File: src/rtl/regs_wr_arb_if.sv
// Bundle for the regs_wr_arb write-port arbiter and read-hazard unit.
//   slave  : arbiter side (takes requests and read data, drives readys,
//            register file write port, delivered read data and hazards)
//   master : requesters / core / register file side
interface regs_wr_arb_if #(
  parameter int unsigned ADDR_WIDTH = 2,
  parameter int unsigned DATA_WIDTH = 8
) ();
  logic                  req0_valid;
  logic [ADDR_WIDTH-1:0] req0_addr;
  logic [DATA_WIDTH-1:0] req0_data;
  logic                  req0_ready;
  logic                  req1_valid;
  logic [ADDR_WIDTH-1:0] req1_addr;
  logic [DATA_WIDTH-1:0] req1_data;
  logic                  req1_ready;
  logic                  hold;
  logic                  w;
  logic [ADDR_WIDTH-1:0] waddr;
  logic [DATA_WIDTH-1:0] wdata;
  logic [ADDR_WIDTH-1:0] raddr1;
  logic [ADDR_WIDTH-1:0] raddr2;
  logic [DATA_WIDTH-1:0] data1_q;
  logic [DATA_WIDTH-1:0] data2_q;
  logic [DATA_WIDTH-1:0] rdata1;
  logic [DATA_WIDTH-1:0] rdata2;
  logic                  haz1;
  logic                  haz2;

  modport slave (
    input  req0_valid, req0_addr, req0_data,
    input  req1_valid, req1_addr, req1_data,
    input  hold, raddr1, raddr2, data1_q, data2_q,
    output req0_ready, req1_ready, w, waddr, wdata,
    output rdata1, rdata2, haz1, haz2
  );

  modport master (
    output req0_valid, req0_addr, req0_data,
    output req1_valid, req1_addr, req1_data,
    output hold, raddr1, raddr2, data1_q, data2_q,
    input  req0_ready, req1_ready, w, waddr, wdata,
    input  rdata1, rdata2, haz1, haz2
  );
endinterface

File: src/rtl/regs_wr_arb.sv
// regs_wr_arb: round-robin arbiter for the picoMIPS register file write
// port, plus read-hazard detection / optional forwarding.
// Ports:
//   clk    : clock, rising edge
//   reset  : asynchronous active-high reset
//   bus    : regs_wr_arb_if.slave (requests, readys, hold, w/waddr/wdata,
//            read addresses, register file read data, rdata/haz outputs)
// Build option: define REGS_ARB_FWD_EN to forward wdata around the
// register file on a read of the register being written; haz1/haz2 are
// then tied low. Default build reports hazards instead.
module regs_wr_arb #(
  parameter int unsigned ADDR_WIDTH = 2,
  parameter int unsigned DATA_WIDTH = 8
) (
  input  logic          clk,
  input  logic          reset,
  regs_wr_arb_if.slave  bus
);

  logic                  last;
  logic                  w_q;
  logic [ADDR_WIDTH-1:0] waddr_q;
  logic [DATA_WIDTH-1:0] wdata_q;
  logic                  grant0;
  logic                  grant1;
  logic                  hit1;
  logic                  hit2;

  // Round-robin grant: a lone requester wins; on a contest the one that
  // did not win last time wins. last=1 favours requester 0.
  always_comb begin
    grant0 = 1'b0;
    grant1 = 1'b0;
    if (!bus.hold && !reset) begin
      grant0 = bus.req0_valid & (~bus.req1_valid | last);
      grant1 = bus.req1_valid & (~bus.req0_valid | ~last);
    end
  end

  assign bus.req0_ready = grant0;
  assign bus.req1_ready = grant1;

  // Output stage: never stalls, w pulses for exactly the cycle after a grant.
  always_ff @(posedge clk or posedge reset) begin
    if (reset) begin
      w_q     <= 1'b0;
      waddr_q <= '0;
      wdata_q <= '0;
      last    <= 1'b1;
    end else if (grant0) begin
      w_q     <= 1'b1;
      waddr_q <= bus.req0_addr;
      wdata_q <= bus.req0_data;
      last    <= 1'b0;
    end else if (grant1) begin
      w_q     <= 1'b1;
      waddr_q <= bus.req1_addr;
      wdata_q <= bus.req1_data;
      last    <= 1'b1;
    end else begin
      w_q     <= 1'b0;
    end
  end

  assign bus.w     = w_q;
  assign bus.waddr = waddr_q;
  assign bus.wdata = wdata_q;

  // The register file still returns the old value while its write is pending.
  assign hit1 = w_q & (bus.raddr1 == waddr_q);
  assign hit2 = w_q & (bus.raddr2 == waddr_q);

`ifdef REGS_ARB_FWD_EN
  assign bus.rdata1 = hit1 ? wdata_q : bus.data1_q;
  assign bus.rdata2 = hit2 ? wdata_q : bus.data2_q;
  assign bus.haz1   = 1'b0;
  assign bus.haz2   = 1'b0;
`else
  assign bus.rdata1 = bus.data1_q;
  assign bus.rdata2 = bus.data2_q;
  assign bus.haz1   = hit1;
  assign bus.haz2   = hit2;
`endif

endmodule

File: src/flat_wrapper.sv
// flat-port wrapper written by rule: the top's interface ports become plain ports
module regs_wr_arb_flat 
#(
  parameter int unsigned ADDR_WIDTH = 2,
  parameter int unsigned DATA_WIDTH = 8
)
  (clk, reset, bus_req0_valid, bus_req0_addr, bus_req0_data, bus_req1_valid, bus_req1_addr, bus_req1_data, bus_hold, bus_raddr1, bus_raddr2, bus_data1_q, bus_data2_q, bus_req0_ready, bus_req1_ready, bus_w, bus_waddr, bus_wdata, bus_rdata1, bus_rdata2, bus_haz1, bus_haz2);
  regs_wr_arb_if #(.ADDR_WIDTH(ADDR_WIDTH), .DATA_WIDTH(DATA_WIDTH)) bus_i ();
  input  logic clk;
  input  logic reset;
  input wire logic [$bits(bus_i.req0_valid)-1:0] bus_req0_valid;
  input wire logic [$bits(bus_i.req0_addr)-1:0] bus_req0_addr;
  input wire logic [$bits(bus_i.req0_data)-1:0] bus_req0_data;
  input wire logic [$bits(bus_i.req1_valid)-1:0] bus_req1_valid;
  input wire logic [$bits(bus_i.req1_addr)-1:0] bus_req1_addr;
  input wire logic [$bits(bus_i.req1_data)-1:0] bus_req1_data;
  input wire logic [$bits(bus_i.hold)-1:0] bus_hold;
  input wire logic [$bits(bus_i.raddr1)-1:0] bus_raddr1;
  input wire logic [$bits(bus_i.raddr2)-1:0] bus_raddr2;
  input wire logic [$bits(bus_i.data1_q)-1:0] bus_data1_q;
  input wire logic [$bits(bus_i.data2_q)-1:0] bus_data2_q;
  output wire logic [$bits(bus_i.req0_ready)-1:0] bus_req0_ready;
  output wire logic [$bits(bus_i.req1_ready)-1:0] bus_req1_ready;
  output wire logic [$bits(bus_i.w)-1:0] bus_w;
  output wire logic [$bits(bus_i.waddr)-1:0] bus_waddr;
  output wire logic [$bits(bus_i.wdata)-1:0] bus_wdata;
  output wire logic [$bits(bus_i.rdata1)-1:0] bus_rdata1;
  output wire logic [$bits(bus_i.rdata2)-1:0] bus_rdata2;
  output wire logic [$bits(bus_i.haz1)-1:0] bus_haz1;
  output wire logic [$bits(bus_i.haz2)-1:0] bus_haz2;
  assign bus_i.req0_valid = bus_req0_valid;
  assign bus_i.req0_addr = bus_req0_addr;
  assign bus_i.req0_data = bus_req0_data;
  assign bus_i.req1_valid = bus_req1_valid;
  assign bus_i.req1_addr = bus_req1_addr;
  assign bus_i.req1_data = bus_req1_data;
  assign bus_i.hold = bus_hold;
  assign bus_i.raddr1 = bus_raddr1;
  assign bus_i.raddr2 = bus_raddr2;
  assign bus_i.data1_q = bus_data1_q;
  assign bus_i.data2_q = bus_data2_q;
  assign bus_req0_ready = bus_i.req0_ready;
  assign bus_req1_ready = bus_i.req1_ready;
  assign bus_w = bus_i.w;
  assign bus_waddr = bus_i.waddr;
  assign bus_wdata = bus_i.wdata;
  assign bus_rdata1 = bus_i.rdata1;
  assign bus_rdata2 = bus_i.rdata2;
  assign bus_haz1 = bus_i.haz1;
  assign bus_haz2 = bus_i.haz2;
  regs_wr_arb #(.ADDR_WIDTH(ADDR_WIDTH), .DATA_WIDTH(DATA_WIDTH)) u_core (.clk(clk), .reset(reset), .bus(bus_i));
endmodule
File: config.mk
export PLATFORM = sky130hd
export DESIGN_NAME = regs_wr_arb_flat
export DESIGN_NICKNAME = d
export VERILOG_FILES = /design/src/rtl/regs_wr_arb_if.sv /design/src/rtl/regs_wr_arb.sv /design/src/flat_wrapper.sv
export SDC_FILE = /design/constraint.sdc
export NUM_CORES = 1
export LEC_CHECK = 0
export CORE_ASPECT_RATIO = 1.5
export CORE_MARGIN = 8
export CORE_UTILIZATION = 25
export DETAILED_ROUTE_END_ITERATION = 16
export PLACE_DENSITY = 0.63
export SYNTH_ARGS = -nofsm -noshare
export SYNTH_HDL_FRONTEND = slang
export SYNTH_SLANG_ARGS = --single-unit
File: constraint.sdc
create_clock -name clk -period 1.8 [get_ports clk]
set_clock_uncertainty 0.15 [all_clocks]
set_input_delay 0.36 -clock clk [delete_from_list [all_inputs] [get_ports clk]]
set_output_delay 0.36 -clock clk [all_outputs]
set_load 0.01 [all_outputs]
---- Word-level counts from Yosys, hierarchy flattened ----
Cells that the tools add are included.
word-level totals
  register bits after elaboration ......... 12
  bits of input ports ..................... 45
  output and inout bits ................... 31
  logic and storage cells ................. 29
cells by class
  equality and inequality tests ........... 2
  muxes and demuxes ....................... 10
  bitwise operators ....................... 9
  reductions and logical operators ........ 4
operators by type and width
  operator            number
  2-to-1 mux 8 bit    2
  2-to-1 mux 1 bit    6
  AND 1 bit           4
  == test 2 bit       2
  2-to-1 mux 2 bit    2
  NOT 1 bit           3
  zero test 1 bit     2
  bitwise OR 1 bit    2
  nonzero test 2 bit  1
  logical AND 1 bit   1

---- Longest topological paths before layout ----
Gate-level depths: netlist (run 1).
  depth in word-level cells ............... 6
  mapped depth ............................ 4
  mapped depth without buffers ............ 3

---- Worst setup path before layout (run 1) ----
OpenSTA, ideal clock, no wires.
  path type ............................... register to output
  start ................................... register u_core.last
  end ..................................... output bus_req0_ready
  arrival time ............................ 0.917 ns
  required time ........................... 1.290 ns
  setup slack ............................. 0.373 ns
  cell stages (with the launch flop) ...... 4
  buffers on the path ..................... 1
  cell sequence ........................... dfstp_2 -> nand2b_1 -> and2_4 -> buf_6
on the way
  longest elaborated chain between the ends .. 3
ends and longest elaborated chain
  element                 line                text
  start, declared         regs_wr_arb.sv:20   logic last;
  start signal, assigned  regs_wr_arb.sv:49   last <= 1'b1;
  start signal, assigned  regs_wr_arb.sv:54   last <= 1'b0;
  start signal, assigned  regs_wr_arb.sv:59   last <= 1'b1;
  bitwise OR 1 bit        regs_wr_arb.sv:35   grant0 = bus.req0_valid & (~bus.req1_valid | last);
  AND 1 bit               regs_wr_arb.sv:35
  2-to-1 mux 1 bit        regs_wr_arb.sv:34   if (!bus.hold && !reset) begin
  end, declared           flat_wrapper.sv:22  output wire logic [$bits(bus_i.req0_ready)-1:0] bus_req0_ready;
No other way between the ends.

---- Worst setup path after layout (run 1) ----
  start ................................... input bus_raddr1[1]
  end ..................................... output bus_haz1
on the way
  longest elaborated chain between the ends .. 2
ends and longest elaborated chain
  element          line                text
  start, declared  flat_wrapper.sv:18  input wire logic [$bits(bus_i.raddr1)-1:0] bus_raddr1;
  == test 2 bit    regs_wr_arb.sv:70   assign hit1 = w_q & (bus.raddr1 == waddr_q);
  AND 1 bit        regs_wr_arb.sv:70
  end, declared    flat_wrapper.sv:29  output wire logic [$bits(bus_i.haz1)-1:0] bus_haz1;
No other way between the ends.

==> run_results.csv, run 1 <==
group,metric,value,unit
critical_path,critical_path_peak_fanout,1,
sta,tightestPinTransition,0.485,ns
detailed_routing,drtIter0Drc,14,
critical_path,timing.critical_path.arrival,1.24,ns
power_and_ir_drop,power.total,0.000999,W
global_routing,gr-total-overflow,0,
detailed_routing,avgRoutedWirePerCell,15.1,µm
synth,netlist_area,873,µm²
detailed_routing,vias_per_cell,4.65,
power_and_ir_drop,cellLeakagePower,0.557,nW
cells_and_area,antenna_cell_count,0,
detailed_routing,drt_pre_antenna_iters,4,
cts,ctsLongestPathBuffers,2,
floorplanning,floorplan.die.height,88.4,µm
critical_path,type_of_the_worst_setup_path,"in -> out",
place,place_congestion,0.754,
global_routing,grt_max_degree,13,
cells_and_area,share_of_the_core_filled_with_cells_in_the_final_layout,39.0,%
cts,cts_tree,"yes",
cts,clk-insertion-delay-late,0.23,ns
floorplanning,floorplan.rows,26,
power_and_ir_drop,vdd_ir_drop_max,0.000506,V
global_routing,first_global_vias,841,
floorplanning,floorplan.die.width,64.3,µm
sta,final-setup-viol-count,0,
cts,clk_pin_slew_worst_paths,0.06,ns
synth,number_of_register_bits_inferred_by_synthesis,12,
synth,synth.yosys.warnings,0,
power_and_ir_drop,p_per_area,757,nW/µm²
cells_and_area,area.sequential,302,µm²
synth,postSynthCellCount,91,
synth,synth_area_per_cell,9.60,µm²
sta,hold_slack,0.322,ns
detailed_routing,route.vias.total,777,
critical_path,critical_path_required,1.29,ns
cells_and_area,syn_to_final_growth,51.0,%
job,timing.max_cap.violations,0,
sta,hold_violations,0,
synth,synthesis.nets,136,
worst_hold_path,holdCritPathClass,"in -> async",
cts,tritoncts_num_sinks,12,
cells_and_area,post_route_cells_drive_above_1_share,24.8,%
synth,yosysSeqAreaShare,34.5,%
global_routing,antenna_found_initial,0,
place,place_hpwl,1.98,mm
synth,yosys.cell_types.count,22,
global_routing,grt_use_total,8.90,%
floorplanning,initial_core_util,25.8,%
floorplanning,floorplan.io_pins,76,
sta,unrepaired_setup_endpoints_after_global_routing,"no",
sta,final.setup.tns,0,ns
cells_and_area,final.fill_count,364,
critical_path,critical_path.endpoint_type,"primary output",
cts,h-tree-depth,1,
sta,maxClockFrequency,570,MHz
detailed_routing,wl_final,2.53,mm
detailed_routing,number_of_nets_with_antenna_violations_after_routing,0,
sta,slew_violations,0,
place,io_buffers,43,
critical_path,cp-start-kind,"input pin",
cts,cts_buffers,3,
sta,post-route-min-period,1.75,ns
floorplanning,core,3380,µm²
global_routing,grt_pass1_wl,4.03,mm
cts,ctsRootBufferMaster,"sky130_fd_sc_hd__clkbuf_8",
floorplanning,fp.dieArea,5680,µm²
cells_and_area,nNetsFinal,171,
sta,remaining_max_slew_budget_at_the_tightest_pin,67.7,%
detailed_routing,drcViolationCount,0,
cells_and_area,multi_input_area,379,µm²
sta,layout_worst_path_cycle_share,97.4,%
outcome,run_status,"finished, final reports clean",
cts,postCtsHoldBufs,0,
-- critical path, stage by stage --
cell	delay, ns
sky130_fd_sc_hd__clkdlybuf4s50_1	0.47
sky130_fd_sc_hd__xnor2_1	0.11
sky130_fd_sc_hd__and3_1	0.17
sky130_fd_sc_hd__buf_2	0.13
-- registers in the layout, summed over array words and instances (netlist names) --
| signal | count |
|---|---|
| u_core.bus.wdata | 8 |
| u_core.bus.waddr | 2 |
| u_core.bus.w | 1 |
| u_core.last | 1 |
-- routing by layer --
metal	up-vias	GRT usage, %	share of wire [%]
met2	41	15.2	49
met3	10	3.17	9.3
li1	371	-	-
met1	355	9.73	40
met4	0	3.78	1.5
met5	-	0	0
-- layout by cell type, fill, tap and decap left out, drive strengths merged --
cell type / n
dfrtp: 11
clkbuf: 4
dfstp: 1
and2: 1
xnor2: 4
clkdlybuf4s50: 36
buf: 12
inv: 12
nor3b: 1
or2: 1
a21oi: 1
mux2i: 1
o21ai: 11
and3: 2
o311ai: 10
dlygate4sd2: 3
nand3: 10
nor2: 2
nand2b: 1
nand2: 1
-- cell usage after synthesis --
cell,n,area (µm²)
sky130_fd_sc_hd__nand2b_1,1,6.26
sky130_fd_sc_hd__nor2_1,1,3.75
sky130_fd_sc_hd__and3_1,2,12.5
sky130_fd_sc_hd__nand3_1,10,50.1
sky130_fd_sc_hd__inv_1,11,41.3
sky130_fd_sc_hd__nand2_1,1,3.75
sky130_fd_sc_hd__o21ai_1,11,55.1
sky130_fd_sc_hd__nor2_2,1,6.26
sky130_fd_sc_hd__or2_1,1,6.26
sky130_fd_sc_hd__o311ai_2,9,146
sky130_fd_sc_hd__mux2i_1,1,10.0
sky130_fd_sc_hd__xnor2_1,4,35.0
sky130_fd_sc_hd__and2_4,1,8.76
sky130_fd_sc_hd__nor3b_2,1,12.5
sky130_fd_sc_hd__buf_2,2,10.0
sky130_fd_sc_hd__dfstp_2,1,26.3
sky130_fd_sc_hd__buf_6,1,11.3
sky130_fd_sc_hd__dfrtp_1,11,275
sky130_fd_sc_hd__inv_2,1,3.75
sky130_fd_sc_hd__a21oi_1,1,5.00
sky130_fd_sc_hd__buf_4,18,135
sky130_fd_sc_hd__o311ai_1,1,8.76
-- per-stage QoR --
step	cells	setup WS, ns	area (µm²)
2_1_floorplan	91	0.373	873
3_3_place_gp	163	-0.486	1270
3_5_place_dp	163	-0.486	1270
4_1_cts	167	0.0189	1320
5_1_grt	167	0.0108	1320
6_report	167	0.0467	1320
-- cells by family (layout without fill, tap and decap cells) --
family          after synthesis  after routing  synth area share (%)
xor+xnor                      4              4                  4.01
mux                           1              1                  1.15
simple gates                 19             19                  12.6
compound gates               22             22                  24.6
buf+inv                      33             67                  23.1
flops                        12             12                  34.5
-- final timing paths --
kind	start	end	slack (ns)	depth (start not counted)
min in group clk	u_core.bus.wdata[6]$_DFFE_PP0P_	u_core.bus.wdata[6]$_DFFE_PP0P_	0.35	2
max reg2reg	u_core.last$_DFFE_PP1P_	u_core.bus.wdata[6]$_DFFE_PP0P_	0.41	4
max in group asynchronous	reset	u_core.last$_DFFE_PP1P_	0.83	3
max	bus_raddr1[1]	bus_haz1	0.05	4
min reg2reg	u_core.bus.wdata[6]$_DFFE_PP0P_	u_core.bus.wdata[6]$_DFFE_PP0P_	0.35	2
min	reset	u_core.bus.wdata[5]$_DFFE_PP0P_	0.32	3
-- final cells by class --
cell class,instances,area share [%]
clock buffer,4,4.17
inverter,12,3.42
multi-input combinational,46,28.7
sequential,12,22.9
tap,42,3.98
timing repair buffer,51,36.8
-- power breakdown --
part | switching, W | internal [W]
combinational | 0.000142 | 0.000218
clock | 0.0000960 | 0.000193
sequential | 0.0000298 | 0.000320
-- repair_timing --
action,4_1_cts,5_1_grt
setup buffers,0,0
cloned,0,0
endpoints found under the setup margin,4,9
gates resized for setup,21,1
pin swaps,3,0
No activity file was read; power rests on OpenSTA's default activity.
==> run 2: changes to the inputs <==
--- a/config.mk
+++ b/config.mk
@@ -8,6 +8,7 @@
 export CORE_ASPECT_RATIO = 1.5
 export CORE_MARGIN = 8
 export CORE_UTILIZATION = 25
+export CTS_BUF_LIST = sky130_fd_sc_hd__clkbuf_8
 export DETAILED_ROUTE_END_ITERATION = 16
 export PLACE_DENSITY = 0.63
 export SYNTH_ARGS = -nofsm -noshare
==> results of run 2 <==
Final layout, timing and power as in run 1 (identical DEF).
==> run 3: changes to the inputs <==
==> constraint.sdc (replaced) <==
create_clock -name clk -period 2.23 [get_ports clk]
set_clock_uncertainty 0.15 [all_clocks]
set_input_delay 0.446 -clock clk [delete_from_list [all_inputs] [get_ports clk]]
set_output_delay 0.446 -clock clk [all_outputs]
set_load 0.01 [all_outputs]
==> run 3 against run 2 <==
Net effect:
- cell area decreased by 1.7%
- core utilization down 0.67 points
- combinational power decreased by 22%
- wire length is 0.67% lower
- flip-flop and latch count unchanged
- critical endpoint is now bus_req1_ready
- largest power group is now registers
==> run_results.csv, run 3 (synthesized netlist as in run 1, its figures left out) <==
group,metric,value,unit
sta,remaining_max_slew_budget_at_the_tightest_pin,48.4,%
floorplanning,core,3380,µm²
place,io_buffers,43,
power_and_ir_drop,intPower,0.000551,W
global_routing,first_global_vias,862,
cells_and_area,number_of_flip_flops_under_the_largest_register_name,8,
power_and_ir_drop,seqPwrFrac,37.1,%
worst_hold_path,worstHoldPathCells,1,
critical_path,cpPeakStageDelay,0.46,ns
critical_path,cp-start-kind,"input pin",
detailed_routing,wl_final,2.51,mm
critical_path,critPathSlowestCell,"sky130_fd_sc_hd__clkdlybuf4s50_1",
global_routing,gr-total-overflow,0,
power_and_ir_drop,power.total,0.000762,W
cells_and_area,syn_to_final_growth,48.4,%
job,timing.max_cap.violations,0,
sta,layout_worst_path_cycle_share,95.2,%
power_and_ir_drop,vdd_ir_drop_max,0.000235,V
sta,tightestPinTransition,0.771,ns
sta,unrepaired_setup_endpoints_after_global_routing,"no",
place,place_hpwl,1.96,mm
floorplanning,floorplan.rows,26,
power_and_ir_drop,share_comb_of_total_power,37.0,%
cells_and_area,finalInstanceArea,1300,µm²
power_and_ir_drop,sw_power,0.000211,W
power_and_ir_drop,cellLeakagePower,0.549,nW
critical_path,r2r_slack,0.81,ns
global_routing,grt_use_total,8.95,%
sta,finalWorstSetupSlack,0.108,ns
detailed_routing,drcViolationCount,0,
place,place_congestion,0.754,
global_routing,antenna_found_initial,0,
worst_hold_path,holdCritStartpoint,"u_core.last$_DFFE_PP1P_",
cells_and_area,mostFrequentLayoutCells,"sky130_fd_sc_hd__clkdlybuf4s50_1, sky130_fd_sc_hd__inv_1, sky130_fd_sc_hd__o21ai_1, sky130_fd_sc_hd__dfrtp_1, sky130_fd_sc_hd__nand3_1",
cts,cts_buffers,3,
worst_hold_path,holdCritPathClass,"reg -> reg",
cts,h-tree-depth,1,
detailed_routing,vias_per_cell,4.54,
critical_path,worst-r2r-cell-count,4,
power_and_ir_drop,power.clock.fraction,25.8,%
detailed_routing,avgRoutedWirePerCell,15.0,µm
place,pre_cts_ws,-0.234,ns
cts,clk-insertion-delay-late,0.23,ns
floorplanning,fp.dieArea,5680,µm²
cts,ctsLongestPathBuffers,2,
sta,hold_slack,0.342,ns
sta,final.setup.tns,0,ns
place,detailed_place.area,1250,µm²
floorplanning,floorplan.die.width,64.3,µm
detailed_routing,drtIter0Drc,9,
cts,clk_pin_slew_worst_paths,0.05,ns
cells_and_area,post_route_cells_drive_above_1_share,20.8,%
critical_path,crit-reg2reg-capture,"u_core.bus.waddr[0]$_DFFE_PP0P_",
critical_path,timing.critical_path.buf_inv,2,
cts,cts_tree,"yes",
cells_and_area,nNetsFinal,171,
detailed_routing,drt_pre_antenna_iters,4,
cts,tritoncts_num_sinks,12,
critical_path,cpLargestDelayFamily,"buffers and inverters",
detailed_routing,number_of_nets_with_antenna_violations_after_routing,0,
global_routing,grt_pass1_wl,4.05,mm
critical_path,cp_cell_sequence,"clkdlybuf4s50_1, nor2_2, nand2_1, a21oi_1, dlygate4sd2_1",
sta,hold_violations,0,
cells_and_area,antenna_cell_count,0,
worst_hold_path,timing.hold.worst_endpoint,"u_core.last$_DFFE_PP1P_",
sta,slew_violations,0,
cts,ctsRootBufferMaster,"sky130_fd_sc_hd__clkbuf_8",
power_and_ir_drop,p_per_area,588,nW/µm²
critical_path,critical_path.endpoint_type,"primary output",
floorplanning,floorplan.io_pins,76,
outcome,run_status,"finished, final reports clean",
critical_path,type_of_the_worst_setup_path,"in -> out",
critical_path,critical_path_peak_fanout,3,
sta,post-route-min-period,2.12,ns
floorplanning,floorplan.die.height,88.4,µm
critical_path,rr_startpoint,"u_core.last$_DFFE_PP1P_",
sta,maxClockFrequency,471,MHz
critical_path,timing.critical_path.arrival,1.53,ns
global_routing,grt_max_degree,13,
detailed_routing,route.vias.total,758,
power_and_ir_drop,switching_share,27.7,%
floorplanning,initial_core_util,25.8,%
critical_path,critical_path_required,1.63,ns
cells_and_area,final_common_cell,"sky130_fd_sc_hd__clkdlybuf4s50_1",
sta,final-setup-viol-count,0,
run 3: layout make-up:
cell class	instances	area, µm²
Fill cell	355	2090
Timing Repair Buffer	51	482
Multi-Input combinational cell	46	370
Sequential cell	12	302
Tap cell	42	52.6
Inverter	12	45.0
Clock buffer	3	41.3
Clock inverter	1	3.75
run 3: timing repair:
item	4_1_cts	5_1_grt
endpoints found under the setup margin	4	1
pin swaps	1	1
buffers inserted	1	0
resized for setup	4	2
hold buffers	0	0
run 3: power groups by stage:
| stage | clock [W] | combinational, W | sequential (W) |
|---|---|---|---|
| after floorplan | 0 | 0.000141 | 0.000303 |
| after global placement | 0 | 0.000283 | 0.000286 |
| after detailed placement | 0 | 0.000289 | 0.000288 |
| after CTS | 0.000204 | 0.000288 | 0.000284 |
| after global routing | 0.000217 | 0.000305 | 0.000290 |
| final | 0.000197 | 0.000282 | 0.000283 |
run 3: worst register-to-register path: cells and delay by family, from the launching register on:
kind / cells / cell delay, ns
AO/OA/AOI/OAI: 1 / 0.10
buffers and inverters: 1 / 0.21
flip-flops: 1 / 0.54
AND/OR/NAND/NOR: 2 / 0.28
run 3: worst max path at each step:
stage                  start  cells after the start  slack [ns]              to
floorplan              reset                      3        0.67  bus_req0_ready
CTS                 bus_hold                      4        0.02  bus_req0_ready
finish                 reset                      5        0.11  bus_req1_ready
detailed placement     reset                      4       -0.23  bus_req0_ready
global placement       reset                      4       -0.23  bus_req0_ready
global route           reset                      5        0.02  bus_req1_ready
run 3: layer usage:
metal  global-route usage (%)  vias up  wire (µm)
met2                     16.4       45       1240
li1                         -      365          -
met5                        0        -          0
met3                     2.53       10        231
met1                     8.98      338        996
met4                     4.38        0         38
run 3: metrics by stage:
stage | util (%) | cells
6_report | 38.3 | 167
5_1_grt | 38.3 | 167
4_1_cts | 38.4 | 167
3_5_place_dp | 37.0 | 162
3_3_place_gp | 37.0 | 162
2_1_floorplan | - | 91
